===== config.mk =====
export PLATFORM = sky130hd
export DESIGN_NAME = mem_access_unit_flat
export DESIGN_NICKNAME = d
export VERILOG_FILES = /design/src/rtl/mem_access_unit_pkg.sv /design/src/rtl/mem_access_unit_if.sv /design/src/rtl/mem_access_unit_lane_align.sv /design/src/rtl/mem_access_unit.sv /design/src/flat_wrapper.sv
export SDC_FILE = /design/constraint.sdc
export NUM_CORES = 1
export LEC_CHECK = 0
export CORE_MARGIN = 2
export CORE_UTILIZATION = 54
export DETAILED_ROUTE_END_ITERATION = 8
export PLACE_DENSITY = 0.87
export SLEW_MARGIN = 30
export SYNTH_ARGS = -nofsm -noshare
export SYNTH_HDL_FRONTEND = slang
export SYNTH_HIERARCHICAL = 1
export SYNTH_SLANG_ARGS = --single-unit

===== constraint.sdc =====
create_clock -name clk -period 3.8 [get_ports clk]
set_input_delay 0.57 -clock clk [delete_from_list [all_inputs] [get_ports clk]]
set_output_delay 0.57 -clock clk [all_outputs]
set_load 0.05 [all_outputs]

===== src/rtl/mem_access_unit_pkg.sv =====
// Shared codes for the memory access unit: op/size encodings, FSM states, request legality check.
// Latency: n/a (types and a pure function only).
// Backpressure: n/a.
package mem_access_pkg;

   typedef enum logic [1:0] {
      OP_FETCH = 2'b00,
      OP_LOAD  = 2'b01,
      OP_STORE = 2'b10,
      OP_RSVD  = 2'b11
   } op_e;

   typedef enum logic [1:0] {
      SZ_BYTE = 2'b00,
      SZ_HALF = 2'b01,
      SZ_WORD = 2'b10,
      SZ_RSVD = 2'b11
   } size_e;

   typedef enum logic [2:0] {
      IDLE,
      FETCH,
      LD_ISSUE,
      LD_CAP,
      RMW_ISSUE,
      RMW_CAP,
      ST_WR,
      RESP
   } state_e;

   // A request is rejected for a reserved code or an address not aligned to its access size.
   // Fetches are always whole words, so their size field plays no part.
   function automatic logic req_bad(op_e op, size_e sz, logic [1:0] off);
      logic bad;
      bad = 1'b0;
      case (op)
         OP_FETCH: bad = (off != 2'b00);
         OP_RSVD:  bad = 1'b1;
         default: begin
            case (sz)
               SZ_BYTE: bad = 1'b0;
               SZ_HALF: bad = off[0];
               SZ_WORD: bad = (off != 2'b00);
               default: bad = 1'b1;
            endcase
         end
      endcase
      return bad;
   endfunction

endpackage


===== src/rtl/mem_access_unit_if.sv =====
// Request/response and memory-port bundle between controller, access unit and memory.
// Latency: n/a (wires only).
// Backpressure: req_ready from the unit gates acceptance; no other flow control.
interface mem_access_unit_if #(
   parameter int ADDR_W = 32
);
   logic              req_valid;
   logic              req_ready;
   logic [1:0]        req_op;
   logic [1:0]        req_size;
   logic              req_unsigned;
   logic [ADDR_W-1:0] req_addr;
   logic [31:0]       req_wdata;

   logic              rsp_valid;
   logic [31:0]       rsp_data;
   logic              rsp_err;

   logic [31:0]       mem_A;
   logic [31:0]       mem_WD;
   logic              mem_WE;
   logic              mem_adrSrc;
   logic [31:0]       mem_readData;

   // Controller plus memory side.
   modport master (
      output req_valid, req_op, req_size, req_unsigned, req_addr, req_wdata, mem_readData,
      input  req_ready, rsp_valid, rsp_data, rsp_err, mem_A, mem_WD, mem_WE, mem_adrSrc
   );

   // Access unit side.
   modport slave (
      input  req_valid, req_op, req_size, req_unsigned, req_addr, req_wdata, mem_readData,
      output req_ready, rsp_valid, rsp_data, rsp_err, mem_A, mem_WD, mem_WE, mem_adrSrc
   );
endinterface


===== src/rtl/mem_access_unit_lane_align.sv =====
// Byte/half lane handling: extracts and extends load data, merges store data into an old word.
// Latency: combinational.
// Backpressure: none.
module mau_lane_align
   import mem_access_pkg::*;
(
   input  size_e       size_i,
   input  logic        unsigned_i,
   input  logic [1:0]  off_i,
   input  logic [31:0] rdata_i,
   input  logic [31:0] wdata_i,
   output logic [31:0] load_o,
   output logic [31:0] merge_o
);
   logic [7:0]  byte_sel;
   logic [15:0] half_sel;

   // Little-endian lane pick, then sign- or zero-extend; a word passes through untouched.
   always_comb begin
      byte_sel = rdata_i[{off_i, 3'b000} +: 8];
      half_sel = off_i[1] ? rdata_i[31:16] : rdata_i[15:0];
      case (size_i)
         SZ_BYTE: load_o = {{24{~unsigned_i & byte_sel[7]}}, byte_sel};
         SZ_HALF: load_o = {{16{~unsigned_i & half_sel[15]}}, half_sel};
         default: load_o = rdata_i;
      endcase
   end

   // Replace only the addressed lane of the old word with the low bits of the store data.
   always_comb begin
      merge_o = rdata_i;
      case (size_i)
         SZ_BYTE: merge_o[{off_i, 3'b000} +: 8] = wdata_i[7:0];
         SZ_HALF: begin
            if (off_i[1]) merge_o[31:16] = wdata_i[15:0];
            else          merge_o[15:0]  = wdata_i[15:0];
         end
         default: merge_o = wdata_i;
      endcase
   end
endmodule


===== src/rtl/mem_access_unit.sv =====
// Single-outstanding fetch/load/store sequencer in front of a split instruction/data memory.
// Latency: rsp_valid 1 cycle after accept (error), 2 (fetch, word store), 3 (load), 4 (sub-word store).
// Backpressure: req_ready only in IDLE; requests seen while busy are dropped, not queued.
module mem_access_unit
   import mem_access_pkg::*;
#(
   parameter int ADDR_W = 32
) (
   input  logic             clk,
   input  logic             rst,
   mem_access_unit_if.slave bus
);
   state_e      state_q;
   size_e       size_q;
   logic        uns_q;
   logic [1:0]  off_q;
   logic [31:0] wdata_q;
   logic        rsp_valid_q;
   logic        rsp_err_q;
   logic [31:0] rsp_data_q;
   logic [31:0] mem_a_q;
   logic [31:0] mem_wd_q;
   logic        mem_we_q;
   logic        mem_src_q;

   logic [ADDR_W-1:0] req_addr;
   logic [31:0]       addr32;
   logic [31:0]       word_idx;
   op_e               req_op;
   size_e             req_size;
   logic              bad;
   logic [31:0]       load_val;
   logic [31:0]       merge_val;

   assign req_addr = bus.req_addr;
   assign addr32   = 32'(req_addr);
   assign word_idx = {2'b00, addr32[31:2]};
   assign req_op   = op_e'(bus.req_op);
   assign req_size = size_e'(bus.req_size);
   assign bad      = req_bad(req_op, req_size, addr32[1:0]);

   mau_lane_align u_align (
      .size_i     (size_q),
      .unsigned_i (uns_q),
      .off_i      (off_q),
      .rdata_i    (bus.mem_readData),
      .wdata_i    (wdata_q),
      .load_o     (load_val),
      .merge_o    (merge_val)
   );

   // Sequencer: every output is registered alongside the state it belongs to.
   always_ff @(posedge clk or negedge rst) begin
      if (!rst) begin
         state_q     <= IDLE;
         size_q      <= SZ_BYTE;
         uns_q       <= 1'b0;
         off_q       <= 2'b00;
         wdata_q     <= '0;
         rsp_valid_q <= 1'b0;
         rsp_err_q   <= 1'b0;
         rsp_data_q  <= '0;
         mem_a_q     <= '0;
         mem_wd_q    <= '0;
         mem_we_q    <= 1'b0;
         mem_src_q   <= 1'b0;
      end else begin
         case (state_q)
            IDLE: begin
               if (bus.req_valid) begin
                  size_q  <= req_size;
                  uns_q   <= bus.req_unsigned;
                  off_q   <= addr32[1:0];
                  wdata_q <= bus.req_wdata;
                  if (bad) begin
                     state_q     <= RESP;
                     rsp_valid_q <= 1'b1;
                     rsp_err_q   <= 1'b1;
                     rsp_data_q  <= '0;
                  end else begin
                     case (req_op)
                        OP_FETCH: begin
                           state_q   <= FETCH;
                           mem_a_q   <= addr32;
                           mem_src_q <= 1'b0;
                        end
                        OP_LOAD: begin
                           state_q   <= LD_ISSUE;
                           mem_a_q   <= word_idx;
                           mem_src_q <= 1'b1;
                        end
                        default: begin
                           mem_a_q   <= word_idx;
                           mem_src_q <= 1'b1;
                           if (req_size == SZ_WORD) begin
                              state_q  <= ST_WR;
                              mem_we_q <= 1'b1;
                              mem_wd_q <= bus.req_wdata;
                           end else begin
                              state_q  <= RMW_ISSUE;
                           end
                        end
                     endcase
                  end
               end
            end
            FETCH: begin
               state_q     <= RESP;
               rsp_valid_q <= 1'b1;
               rsp_data_q  <= bus.mem_readData;
               mem_a_q     <= '0;
            end
            LD_ISSUE:  state_q <= LD_CAP;
            LD_CAP: begin
               state_q     <= RESP;
               rsp_valid_q <= 1'b1;
               rsp_data_q  <= load_val;
               mem_a_q     <= '0;
               mem_src_q   <= 1'b0;
            end
            RMW_ISSUE: state_q <= RMW_CAP;
            RMW_CAP: begin
               // Old word is on mem_readData now; write back with only the target lane changed.
               state_q  <= ST_WR;
               mem_we_q <= 1'b1;
               mem_wd_q <= merge_val;
            end
            ST_WR: begin
               state_q     <= RESP;
               rsp_valid_q <= 1'b1;
               rsp_data_q  <= '0;
               mem_we_q    <= 1'b0;
               mem_wd_q    <= '0;
               mem_a_q     <= '0;
               mem_src_q   <= 1'b0;
            end
            RESP: begin
               state_q     <= IDLE;
               rsp_valid_q <= 1'b0;
               rsp_err_q   <= 1'b0;
               rsp_data_q  <= '0;
            end
            default: state_q <= IDLE;
         endcase
      end
   end

   assign bus.req_ready  = (state_q == IDLE);
   assign bus.rsp_valid  = rsp_valid_q;
   assign bus.rsp_err    = rsp_err_q;
   assign bus.rsp_data   = rsp_data_q;
   assign bus.mem_A      = mem_a_q;
   assign bus.mem_WD     = mem_wd_q;
   assign bus.mem_WE     = mem_we_q;
   assign bus.mem_adrSrc = mem_src_q;
endmodule


===== src/flat_wrapper.sv =====
// flat-port wrapper written by rule: the top's interface ports become plain ports
module mem_access_unit_flat import mem_access_pkg::*;
#(
   parameter int ADDR_W = 32
)
  (clk, rst, bus_req_valid, bus_req_op, bus_req_size, bus_req_unsigned, bus_req_addr, bus_req_wdata, bus_mem_readData, bus_req_ready, bus_rsp_valid, bus_rsp_data, bus_rsp_err, bus_mem_A, bus_mem_WD, bus_mem_WE, bus_mem_adrSrc);
  mem_access_unit_if #(.ADDR_W(ADDR_W)) bus_i ();
  input  logic clk;
  input  logic rst;
  input wire logic [$bits(bus_i.req_valid)-1:0] bus_req_valid;
  input wire logic [$bits(bus_i.req_op)-1:0] bus_req_op;
  input wire logic [$bits(bus_i.req_size)-1:0] bus_req_size;
  input wire logic [$bits(bus_i.req_unsigned)-1:0] bus_req_unsigned;
  input wire logic [$bits(bus_i.req_addr)-1:0] bus_req_addr;
  input wire logic [$bits(bus_i.req_wdata)-1:0] bus_req_wdata;
  input wire logic [$bits(bus_i.mem_readData)-1:0] bus_mem_readData;
  output wire logic [$bits(bus_i.req_ready)-1:0] bus_req_ready;
  output wire logic [$bits(bus_i.rsp_valid)-1:0] bus_rsp_valid;
  output wire logic [$bits(bus_i.rsp_data)-1:0] bus_rsp_data;
  output wire logic [$bits(bus_i.rsp_err)-1:0] bus_rsp_err;
  output wire logic [$bits(bus_i.mem_A)-1:0] bus_mem_A;
  output wire logic [$bits(bus_i.mem_WD)-1:0] bus_mem_WD;
  output wire logic [$bits(bus_i.mem_WE)-1:0] bus_mem_WE;
  output wire logic [$bits(bus_i.mem_adrSrc)-1:0] bus_mem_adrSrc;
  assign bus_i.req_valid = bus_req_valid;
  assign bus_i.req_op = bus_req_op;
  assign bus_i.req_size = bus_req_size;
  assign bus_i.req_unsigned = bus_req_unsigned;
  assign bus_i.req_addr = bus_req_addr;
  assign bus_i.req_wdata = bus_req_wdata;
  assign bus_i.mem_readData = bus_mem_readData;
  assign bus_req_ready = bus_i.req_ready;
  assign bus_rsp_valid = bus_i.rsp_valid;
  assign bus_rsp_data = bus_i.rsp_data;
  assign bus_rsp_err = bus_i.rsp_err;
  assign bus_mem_A = bus_i.mem_A;
  assign bus_mem_WD = bus_i.mem_WD;
  assign bus_mem_WE = bus_i.mem_WE;
  assign bus_mem_adrSrc = bus_i.mem_adrSrc;
  mem_access_unit #(.ADDR_W(ADDR_W)) u_core (.clk(clk), .rst(rst), .bus(bus_i));
endmodule

## Word level (Yosys, flattened, before mapping)

Cells that the tools add are included.

- Register bits: 140
- Logic and storage cells: 96

- $add $sub $neg: 1
- Equal/unequal tests: 17
- Shift-type cells: 3
- Multiplexer cells: 38
- Bitwise gates (word level): 3
- Reductions and logical operators: 22

Operator list:

| kind | number |
|---|---|
| $mux W32 | 9 |
| $pmux W32 S2 | 3 |
| $pmux W32 S4 | 1 |
| $pmux W32 S3 | 1 |
| $mux W16 | 3 |
| $bwmux W32 | 1 |
| $shift A8 B7 Y32 const A | 1 |
| $shiftx A32 B6 Y8 | 1 |
| $shiftx A8 B7 Y32 | 1 |
| $pmux W3 S6 | 1 |
| $reduce_and A3 Y1 | 5 |
| $eq A3 B3 Y1 const B | 4 |
| $mux W1 | 9 |
| $pmux W1 S3 | 3 |
| $reduce_bool A2 Y1 | 4 |
| $neg A5 Y7 | 1 |
| $eq A2 B1 Y1 const B | 3 |
| $eq A3 B2 Y1 const B | 2 |
| $logic_not A2 Y1 | 3 |
| $mux W3 | 2 |
| $ne A2 B2 Y1 const B | 3 |
| $pmux W1 S2 | 3 |
| $pmux W3 S2 | 1 |
| $reduce_bool A3 Y1 | 2 |
| 12 further kinds | 17 |

## Longest topological paths before layout

Gate-level depths: netlist of run 1.

- Word-level depth: 6
- Mapped depth: 10

## By module

The synthesis of run 1 kept the hierarchy.

By module, submodules not included:

| module | times used | cells an instance | area an instance (sq um) |
|---|---|---|---|
| mem_access_unit | 1 | 569 | 6,839.1 |
| mau_lane_align | 1 | 235 | 1,570.3 |

## Least setup slack after synthesis of run 1

OpenSTA, ideal clock, no wires.

- Path kind: reg2reg
- From: register u_core.off_q[1]
- To: register u_core.mem_wd_q[11], in the netlist u_core/bus.mem_WD[11]
- Arrival: 2,121 ps
- Required time: 3,675 ps
- Path slack: 1,555 ps
- Cell stages (with the launch flop): 11
- Cell sequence: dfrtp_1 -> buf_4 -> buf_4 -> inv_1 -> ha_1 -> nand2b_1 -> nor3_2 -> a222oi_1 -> inv_1 -> a22o_1 -> mux2_2

- Cells in the longest elaborated chain, start to end: 5
- Elaborated cells between the ends (all ways): 7
- Those cells by class: add/sub (1); shift (2); mux (4)

RTL lines:

| element | line | RTL |
|---|---|---|
| from (decl) | mem_access_unit.sv:16 | `logic [1:0] off_q;` |
| from (signal assigned) | mem_access_unit.sv:73 | `off_q <= addr32[1:0];` |
| $neg A5 Y7 | mem_access_unit_lane_align.sv:33 | `SZ_BYTE: merge_o[{off_i, 3'b000} +: 8] = wdata_i[7:0];` |
| $shiftx A8 B7 Y32 or $shift A8 B7 Y32 (tied branches) | mem_access_unit_lane_align.sv:33 |  |
| $bwmux W32 | mem_access_unit_lane_align.sv:33 |  |
| $pmux W32 S2 * | mem_access_unit_lane_align.sv:32 | `case (size_i)` |
| net u_core.merge_val[11] | mem_access_unit.sv:33 | `logic [31:0] merge_val;` |
| $pmux W32 S3 * | mem_access_unit.sv:68 | `case (state_q)` |
| to (signal assigned) | mem_access_unit.sv:98 | `mem_wd_q <= bus.req_wdata;` |
| to (signal assigned) | mem_access_unit.sv:126 | `mem_wd_q <= merge_val;` |
| to (decl) | mem_access_unit.sv:22 | `logic [31:0] mem_wd_q;` |

The timed path passes the listed nets; every way through them passes the cells marked *.
A chain may end at the register's enable or synchronous reset.

## Final worst setup path of run 1

- From: register u_core.state_q[1]
- To: output port bus_req_ready

- Cells in the longest elaborated chain, start to end: 1

RTL lines:

| element | line | RTL |
|---|---|---|
| from (decl) | mem_access_unit.sv:13 | `state_e state_q;` |
| from (signal assigned) | mem_access_unit.sv:55 | `state_q <= IDLE;` |
| from (signal assigned) | mem_access_unit.sv:76 | `state_q <= RESP;` |
| from (signal assigned) | mem_access_unit.sv:83 | `state_q <= FETCH;` |
| $logic_not A3 Y1 | mem_access_unit.sv:148 | `assign bus.req_ready = (state_q == IDLE);` |
| to (decl) | flat_wrapper.sv:17 | `output wire logic [$bits(bus_i.req_ready)-1:0] bus_req_ready;` |

No other way between the ends.

==> reports/results.tsv, run 1 <==
stage	metric	value	unit
timing	hold_violations	0	
cells_and_area	num_antenna_cells	0	
cells_and_area	num-fill-cells	1081	
cells_and_area	regArea	3507	um^2
logic_synthesis	synth_xor_area_frac	0.001042	
logic_synthesis	synth.distinct_cells	58	
cells_and_area	drive_gt1_frac	0.1826	
clocking	cts_max_path_buffers	2	
logic_synthesis	synth_nets	916	
clocking	cts_tree	yes	
timing	finalClockSkew	8.304	ps
run	maxCapViolCount	0	
logic_synthesis	yosys-top-cells-area	dfrtp_1 (42%), mux2_2 (10%), mux2i_1 (8.1%)	
clocking	cts_sinks	140	
logic_synthesis	yosysMostFrequentCell	dfrtp_1	
logic_synthesis	syn-mean-instance-area	10.46	um^2
worst_setup_path	crit-reg2reg-capture	u_core/bus.mem_WD[20]	
cells_and_area	layout.nets	1091	
place	gp_congestion	0.9541	
worst_setup_path	crit_path_max_fanout	40	
power_and_ir_drop	ir_drop	0.0005535	V
logic_synthesis	async_flop_share	1.000	
worst_setup_path	crit_path_end_kind	primary output	
min_path	hold_path.class	in2async	
clocking	clk_latency	420	ps
run_status	violations	design-rule violations	
worst_setup_path	r2r_start	u_core/off_q[1]	
route	wl	24670	um
route	remaining_drc_errors	1	
logic_synthesis	yosysTopAreaCellShare	0.4166	
worst_setup_path	worstPathArrival	2450	ps
grt	gr-usage-all-layers	0.3017	
clocking	h-tree-depth	4	
worst_setup_path	cp.required	3230	ps
logic_synthesis	muxShareOfSynthArea	0.1827	
route	vias	7357	
worst_setup_path	critical_path.max_stage_delay	810	ps
route	post_drt_via_cell_ratio	6.240	
timing	finalSetupTns	0	ps
route	drtPass1Iterations	9	
place	io_buffer_count	204	
timing	relSlewSlack	0.4375	
timing	tightest_slew	843.8	ps
route	drt_iter0_markers	877	
logic_synthesis	yosysSeqAreaShare	0.4166	
logic_synthesis	synthAdderAreaFrac	0.01190	
logic_synthesis	syn-cell-area	8409	um^2
logic_synthesis	synth_compound_area_frac	0.2446	
logic_synthesis	syn_inst	804	
route	wl_per_cell	20.92	um
timing	finalCriticalPeriod	3019	ps
power_and_ir_drop	p_leak	4.653	nW
floorplan	start_util	0.5532	
logic_synthesis	synth_flop_cell	dfrtp_1	
cells_and_area	multi_input_area	4527	um^2
run_status	status	finished, violations left	
clocking	cts_setup_buffers	0	
logic_synthesis	synth_top_family_by_area	compound AO/OA/AOI/OAI gates	
worst_setup_path	path_buf_inv	2	
logic_synthesis	synth_edf_count	0	
clocking	numCtsBuffers	17	
place	dpl.hpwl	17090	um
timing	finalCritPeriodShare	0.7945	
floorplan	die_h	128.8	um
cells_and_area	syn_to_final_growth	32.48	%
worst_setup_path	path_delay_family	buffers and inverters	
logic_synthesis	yosys.area_share.simple	0.09508	
timing	slew_violations	0	
floorplan	rows	45	
worst_setup_path	critPathKind	reg2out	
logic_synthesis	synth_common_cells	dfrtp_1 (140), mux2_2 (76), nand2_1 (75)	
grt	antenna_found_initial	0	
clocking	cts.clk_slew.worst_paths	60	ps
grt	grt_pass1_vias	7152	
grt	grt_pass1_wl	38810	um
clocking	cts-root-buf	clkbuf_16	
logic_synthesis	yosysTopAreaCell	dfrtp_1	
clocking	ctsHoldBuffers	0	
logic_synthesis	synth_warnings	6	
worst_setup_path	reg2reg_slack	1040	ps
worst_setup_path	worst_path_max_delay_cell	clkdlybuf4s50_1	
worst_setup_path	rr_worst_depth	8	
timing	timing.fmax	331.2	MHz
grt	grt_max_degree	122	
timing	setup_ws	780.8	ps
worst_setup_path	start_kind	flip-flop	
route	ant_nets	0	
timing	finalSetupViolCount	0	
floorplan	die-area	16590	um^2
worst_setup_path	crit_chain	nor2_4, nand2_1, inv_2, clkdlybuf4s50_1	
power_and_ir_drop	pwr_density_cell	932.3	nW/um^2
timing	grt_setup_unrepaired	false	
place	place_ws	852.1	ps
floorplan	die_w	128.8	um
floorplan	ios	205	
grt	grt_overflow	0	
logic_synthesis	synth_seq_cells	140	
clocking	cts.repair.resized	0	
floorplan	coreArea	15200	um^2
[sequential cells by signal, indices dropped and copies added (netlist names)]
name and cells:
u_core/bus.rsp_err 1, u_core/size_q 2, u_core/uns_q 1, u_core/bus.mem_WE 1, u_core/wdata_q 32, u_core/bus.mem_A 32, u_core/state_q 3, u_core/bus.mem_adrSrc 1
u_core/off_q 2, u_core/bus.rsp_valid 1, u_core/bus.mem_WD 32, u_core/bus.rsp_data 32
[final cells by class]
cell class	count	share of cell area
repair buffers	219	0.1968
multi-input cells	583	0.4063
inverters	18	0.006065
clock inverters	9	0.01235
well taps	188	0.02111
clock buffers	22	0.04257
flip-flops and latches	140	0.3148
[routing by layer]
metal	part of all wire	track usage	vias to the layer above	wire length, um
li1	-	-	3366	-
met1	0.42	0.4158	3563	10420
met2	0.47	0.4690	364	11670
met3	0.078	0.06362	64	1933
met4	0.026	0.1196	0	645
met5	0	0	-	0
[layout by cell type (no fill, tap or decap), types with 2 or more instances in the layout]
master,n
mux2_2,76
a22oi_1,7
nand3_1,3
or2_2,2
nor2_4,2
a221o_1,16
inv_1,15
clkbuf_16,17
a2bb2oi_1,7
clkbuf_8,3
a31oi_1,2
nand2_1,75
clkinv_4,4
o21a_1,3
clkdlybuf4s50_1,203
bufinv_16,3
a21oi_2,11
nor2_1,70
nor2b_1,4
a211oi_2,29
mux2i_1,68
nor3_1,2
ha_1,7
o21ai_0,25
nand2b_1,6
nand3b_1,2
inv_2,2
dfrtp_1,139
a211oi_1,3
a221oi_1,7
a21oi_1,46
a21boi_0,3
buf_4,13
clkbuf_1,2
or3_1,3
a22o_1,42
a222oi_1,7
o2bb2ai_1,32
[metrics by stage]
stage,utilization,hold slack [ps],instance area [um^2],power [mW],instances
floorplan,-,274.4,8409,6.948,804
global placement,0.6904,477.1,10500,8.467,1147
detailed placement,0.6908,480.2,10500,8.577,1147
CTS,0.7310,273.4,11110,10.35,1178
global route,0.7328,56.94,11140,10.92,1179
finish,0.7328,36.45,11140,10.39,1179
[report_power, final]
group	internal, mW	total, mW	switching, mW
clock	1.08	1.70	0.619
combinational	2.39	6.05	3.66
sequential	2.07	2.64	0.564
total	5.55	10.4	4.84
[worst max-delay path by stage]
stage / depth (start not counted) / to / from / slack (ps)
after floorplan: 10 / u_core/bus.mem_WD[11] / u_core/off_q[1] / 1550
after global placement: 7 / u_core/bus.mem_A[0] / bus_req_size[0] / 940
after detailed placement: 7 / u_core/bus.mem_A[13] / bus_req_size[0] / 850
after CTS: 4 / bus_req_ready / u_core/state_q[1] / 780
after global routing: 4 / bus_req_ready / u_core/state_q[1] / 720
final: 4 / bus_req_ready / u_core/state_q[1] / 780
[kinds of logic after synthesis]
family          after synthesis
xor+xnor                      1
simple gates                179
fa+ha+maj                     8
mux                         144
flops                       140
buf+inv                      81
compound gates              251
Power figures use the tool's default switching activity.
==> run 2: changes to the inputs <==
- CORE_UTILIZATION: 54 -> 46
- PLACE_DENSITY: 0.87 -> 0.79
- clock period: 3.8 -> 2.5 ns (I/O delays scaled with it)
==> run 2 against run 1 <==
Against the previous run: the flow now finishes without violations; largest power group unchanged; clock power up 65%; total power up 57%; cell count up 6.4%; die area up 17%; cell area up 3.4%.
==> reports/results.tsv, run 2 (synthesized netlist as in run 1, its figures left out) <==
stage	metric	value	unit	change
worst_setup_path	critPathKind	reg2reg		was reg2out
floorplan	die_w	139.2	um	was 128.8 um
min_path	hold_path.class	reg2reg		was in2async
worst_setup_path	cp.depth	9		was 4
cells_and_area	layout_common_cells	clkdlybuf4s50_1 (202), dfrtp_1 (139), mux2_2 (76)		was clkdlybuf4s50_1 (203), dfrtp_1 (139), mux2_2 (76)
worst_setup_path	crit_chain	buf_4, or3_1, o32a_4, o211a_4, a21oi_1, mux2i_1, nor2_1, a21oi_1, o2bb2ai_1		was nor2_4, nand2_1, inv_2, clkdlybuf4s50_1
route	ant_nets	0		unchanged
power_and_ir_drop	p_leak	4.849	nW	was 4.653 nW
timing	finalClockSkew	18.15	ps	was 8.304 ps
worst_setup_path	critPathMostFrequentCell	a21oi_1		
grt	grt_overflow	0		unchanged
clocking	cts_sinks	140		unchanged
timing	timing.fmax	435.0	MHz	
worst_setup_path	crit_path_end_kind	flip-flop		was primary output
place	io_buffer_count	204		unchanged
floorplan	die_h	139.2	um	was 128.8 um
worst_setup_path	crit_path_max_fanout	16		was 40
grt	gr-usage-all-layers	0.2620		was 0.3017
worst_setup_path	endpoint	u_core/bus.rsp_data[23]		was bus_req_ready
worst_setup_path	reg2reg_slack	200	ps	was 1040 ps
cells_and_area	layout.nets	1126		was 1091
clocking	clk_latency	430	ps	was 420 ps
route	wl_per_cell	20.41	um	was 20.92 um
grt	grt_pass1_wl	40480	um	was 38810 um
worst_setup_path	start_kind	flip-flop		unchanged
floorplan	ios	205		unchanged
worst_setup_path	cp.required	2840	ps	was 3230 ps
floorplan	rows	49		was 45
worst_setup_path	rr_worst_depth	9		was 8
clocking	cts-root-buf	clkbuf_16		unchanged
timing	slew_violations	0		unchanged
floorplan	start_util	0.4681		was 0.5532
clocking	cts_setup_buffers	0		unchanged
run_status	status	finished clean		was finished, violations left
floorplan	die-area	19380	um^2	was 16590 um^2
worst_setup_path	path_buf_inv	1		was 2
timing	finalCritPeriodShare	0.9195		
cells_and_area	num_antenna_cells	0		unchanged
timing	finalCriticalPeriod	2299	ps	
place	placed_cells	1223		was 1147
cells_and_area	fin_cells	1255		was 1179
route	post_drt_via_cell_ratio	5.896		was 6.240
route	drt_iter0_markers	729		was 877
timing	hold_violations	0		unchanged
route	vias	7400		was 7357
power_and_ir_drop	ir_drop	0.0007506	V	was 0.0005535 V
worst_setup_path	path_delay_family	compound AO/OA/AOI/OAI gates		was buffers and inverters
worst_setup_path	crit-reg2reg-capture	u_core/bus.rsp_data[23]		was u_core/bus.mem_WD[20]
clocking	h-tree-depth	4		unchanged
cells_and_area	layout_commonest_cell	clkdlybuf4s50_1		unchanged
timing	grt_setup_unrepaired	false		unchanged
route	remaining_drc_errors	0		was 1
worst_setup_path	worst_path_max_delay_cell	dfrtp_1		was clkdlybuf4s50_1
cells_and_area	drive_gt1_frac	0.2115		was 0.1826
grt	grt_pass1_vias	7214		was 7152
grt	antenna_found_initial	0		unchanged
timing	whs	498.1	ps	was 36.45 ps
timing	relSlewSlack	0.5894		was 0.4375
clocking	cts.clk_slew.worst_paths	60	ps	about the same
grt	grt_max_degree	58		was 122
timing	tightest_slew	611.3	ps	was 843.8 ps
clocking	cts_max_path_buffers	2		unchanged
cells_and_area	num-fill-cells	1469		was 1081
floorplan	coreArea	17960	um^2	was 15200 um^2
route	drtPass1Iterations	7		was 9
place	dpl.hpwl	18360	um	was 17090 um
worst_setup_path	critPathLaunch	u_core/size_q[0]		was u_core/state_q[1]
cells_and_area	syn_to_final_growth	37.00	%	was 32.48%
route	wl	25620	um	was 24670 um
power_and_ir_drop	pwr_density_cell	1413	nW/um^2	was 932.3 nW/um^2
clocking	numCtsBuffers	17		unchanged
timing	finalSetupViolCount	0		unchanged
worst_setup_path	r2r_start	u_core/size_q[0]		was u_core/off_q[1]
run	maxCapViolCount	0		unchanged
clocking	cts_tree	yes		unchanged
worst_setup_path	worstPathArrival	2640	ps	was 2450 ps
worst_setup_path	critical_path.max_stage_delay	560	ps	was 810 ps
place	gp_congestion	0.9659		was 0.9541
run 2: cell count changes in the layout (fill, tap and decap cells not counted), sizes merged:
cell and delta:
clkinvlp +1, dlygate4sd3 +1, clkbuf -5, inv +2
clkdlybuf4s50 -1, bufinv +2, buf +35
run 2: cell type report:
cell class	instances	area (um^2)	share of cell area
well taps	229	286.5	0.02487
clock inverters	14	219.0	0.01901
clock buffers	17	425.4	0.03692
repair buffers	254	2481	0.2154
inverters	18	67.56	0.005864
multi-input cells	583	4537	0.3938
flip-flops and latches	140	3505	0.3042
run 2: worst min path at each step:
stage	start	end	slack, ps	cells past startpoint
4_1_cts	u_core/bus.mem_WE	u_core/bus.mem_WE	500	1
2_1_floorplan	rst	u_core/bus.mem_A[0]	80	0
6_report	u_core/bus.mem_WE	u_core/bus.mem_WE	500	1
3_3_place_gp	rst	u_core/bus.mem_A[16]	390	1
5_1_grt	u_core/bus.mem_WE	u_core/bus.mem_WE	520	1
3_5_place_dp	rst	u_core/bus.mem_A[13]	400	1
run 2: timing repair:
item | in CTS | in global routing
endpoints found under the setup margin | 0 | 2
gates resized for setup | 0 | 1
hold buffers | 1 | 0
hold endpoints to repair | 54 | 0
run 2: metrics by stage:
| step | util | instance area (um^2) | TNS [ps] | setup WS [ps] | total power [mW] |
|---|---|---|---|---|---|
| 6_report | 0.6414 | 11520 | 0 | 201.2 | 16.27 |
| 5_1_grt | 0.6414 | 11520 | 0 | 33.79 | 17.14 |
| 4_1_cts | 0.6412 | 11520 | 0 | 192.0 | 16.25 |
| 3_5_place_dp | 0.6048 | 10860 | -616.3 | -34.72 | 13.39 |
| 3_3_place_gp | 0.6048 | 10860 | 0 | 29.67 | 13.24 |
| 2_1_floorplan | - | 8409 | 0 | 254.6 | 10.56 |
run 2: report_power, final:
group	switching (mW)	internal [mW]	total [mW]	leakage (nW)
Sequential	0.727	3.15	3.87	1.80
Clock	1.03	1.77	2.80	0.310
Combinational	5.69	3.90	9.60	2.74
run 2: routing by layer:
| metal | track usage | part of all wire | wire (um) | vias up |
|---|---|---|---|---|
| met4 | 0.08028 | 0.023 | 579 | 0 |
| met5 | 0 | 0 | 0 | - |
| li1 | - | - | - | 3417 |
| met2 | 0.4143 | 0.47 | 11980 | 314 |
| met1 | 0.3655 | 0.43 | 10980 | 3626 |
| met3 | 0.05214 | 0.081 | 2083 | 43 |
==> run 3: changes to the inputs <==
- MAX_ROUTING_LAYER: default -> met4
==> run 3 against run 2 <==
Against the previous run: first-iteration DRC count grew 17%; setup slack worse by 58 ps; global-route usage rose by 1.4 points; worst hold slack got worse by 110 ps.
==> reports/results.tsv, run 3 (synthesized netlist as in run 1, its figures left out) <==
stage	metric	value	unit	change
place	gp_congestion	0.9491		was 0.9659
route	drt_iter0_markers	852		was 729
power_and_ir_drop	total_power	16.36	mW	was 16.27 mW
floorplan	rows	49		unchanged
grt	grt_pass1_vias	7302		was 7214
floorplan	ios	205		unchanged
clocking	cts_tree	yes		unchanged
clocking	numCtsBuffers	17		unchanged
worst_setup_path	path_buf_inv	1		unchanged
timing	finalSetupTns	0	ps	unchanged
timing	finalCriticalPeriod	2356	ps	was 2299 ps
floorplan	start_util	0.4681		unchanged
worst_setup_path	crit_path_max_fanout	27		was 16
route	wl_met2	12130	um	was 11980 um
clocking	cts_max_path_buffers	2		unchanged
timing	slew_violations	0		unchanged
route	drtPass1Iterations	6		was 7
min_path	hold_path.class	in2async		was reg2reg
route	wl_met1	11260	um	was 10980 um
clocking	cts.clk_slew.worst_paths	70	ps	was 60 ps
floorplan	die-area	19380	um^2	unchanged
worst_setup_path	critical_path.max_stage_delay	540	ps	was 560 ps
floorplan	die_h	139.2	um	unchanged
route	ant_nets	0		unchanged
power_and_ir_drop	ir_drop	0.0006947	V	was 0.0007506 V
worst_setup_path	crit_chain	buf_4, ha_1, nor2_1, a221oi_1, a2bb2oi_1, a22o_1, mux2_2		was buf_4, or3_1, o32a_4, o211a_4, a21oi_1, mux2i_1, nor2_1, a21oi_1, o2bb2ai_1
power_and_ir_drop	p_leak	4.862	nW	was 4.849 nW
route	vias	7421		was 7400
clocking	cts_sinks	140		unchanged
cells_and_area	multi_input_area	4541	um^2	was 4537 um^2
clocking	cts-root-buf	clkbuf_16		unchanged
route	wl_met3	1894	um	was 2083 um
clocking	h-tree-depth	4		unchanged
worst_setup_path	worstPathArrival	2660	ps	was 2640 ps
worst_setup_path	critPathKind	reg2reg		unchanged
timing	tightest_slew	680.9	ps	was 611.3 ps
timing	finalClockSkew	9.295	ps	was 18.15 ps
worst_setup_path	worst_path_max_delay_cell	a221oi_1		was dfrtp_1
timing	finalCritPeriodShare	0.9426		was 0.9195
grt	grt_max_degree	62		was 58
grt	gr-usage-all-layers	0.2761		was 0.2620
grt	antenna_found_initial	1		was 0
cells_and_area	drive_gt1_frac	0.2121		was 0.2115
route	remaining_drc_errors	0		unchanged
route	wl_per_cell	20.57	um	was 20.41 um
timing	hold_violations	0		unchanged
timing	finalSetupViolCount	0		unchanged
floorplan	die_w	139.2	um	unchanged
run	maxCapViolCount	0		unchanged
cells_and_area	layout_common_cells	clkdlybuf4s50_1 (202), dfrtp_1 (139), mux2_2 (76)		unchanged
timing	relSlewSlack	0.5426		was 0.5894
worst_setup_path	path_delay_family	compound AO/OA/AOI/OAI gates		unchanged
timing	grt_setup_unrepaired	false		unchanged
cells_and_area	syn_to_final_growth	37.32	%	was 37.00%
floorplan	coreArea	17960	um^2	unchanged
worst_setup_path	cp.required	2810	ps	was 2840 ps
worst_setup_path	crit_path_end_kind	flip-flop		unchanged
route	routed.top_layer	met4		unchanged
timing	timing.fmax	424.4	MHz	was 435.0 MHz
route	wl	25870	um	was 25620 um
place	io_buffer_count	204		unchanged
worst_setup_path	start_kind	flip-flop		unchanged
place	dpl.hpwl	18590	um	was 18360 um
grt	grt_pass1_wl	41180	um	was 40480 um
route	post_drt_via_cell_ratio	5.899		was 5.896
cells_and_area	regArea	3505	um^2	unchanged
clocking	clk_latency	430	ps	about the same
cells_and_area	num-fill-cells	1448		was 1469
cells_and_area	layout.nets	1127		was 1126
cells_and_area	layout_commonest_cell	clkdlybuf4s50_1		unchanged
cells_and_area	fin_util	0.6428		was 0.6414
run_status	status	finished clean		unchanged
power_and_ir_drop	pwr_density_cell	1417	nW/um^2	was 1413 nW/um^2
grt	grt_overflow	0		unchanged
run 3: path summary, 6_finish.rpt:
path                                    startpoint  cells past startpoint  slack (ps)                      end
setup / recovery                   u_core/off_q[1]                      7         140    u_core/bus.mem_WD[18]
hold / removal                                 rst                      2         390     u_core/bus.mem_A[13]
setup reg to reg                   u_core/off_q[1]                      7         140    u_core/bus.mem_WD[18]
hold reg to reg            u_core/bus.rsp_data[30]                      1         510  u_core/bus.rsp_data[30]
max in group asynchronous                      rst                      3        1330        u_core/state_q[1]
min in group clk           u_core/bus.rsp_data[30]                      1         510  u_core/bus.rsp_data[30]
run 3: final cells by class:
class	count	area share
Tap cell	229	0.02481
Clock buffer	19	0.03836
Timing Repair Buffer	255	0.2155
Inverter	18	0.005851
Antenna cell	1	0.0002167
Clock inverter	13	0.01853
Sequential cell	140	0.3035
Multi-Input combinational cell	583	0.3932
run 3: repair_timing:
action	4_1_cts	5_1_grt
endpoints found under the hold margin	24	0
hold buffers	1	0
endpoints found under the setup margin	0	6
resized for setup	0	1
setup buffers	0	1
run 3: power breakdown:
group | internal (mW) | switching [mW] | total [mW]
sequential | 3.15 | 0.744 | 3.89
clock | 1.80 | 1.02 | 2.82
combinational | 3.91 | 5.75 | 9.65
total | 8.86 | 7.51 | 16.4
run 3: routing by layer:
layer  vias up  global-route usage
li1       3426                   -
met1      3609              0.3781
met2       344              0.4187
met3        42             0.04696
met4         0             0.09197
met5         -                   -
run 3: stage by stage:
step	instance area [um^2]	hold WS [ps]	setup slack (ps)	instances
floorplan	8409	79.41	254.6	804
CTS	11530	363.9	178.5	1256
finish	11550	390.4	143.6	1258
global route	11550	416.2	11.57	1258
detailed placement	10860	254.5	-48.95	1223
global placement	10860	257.0	-1.174	1223
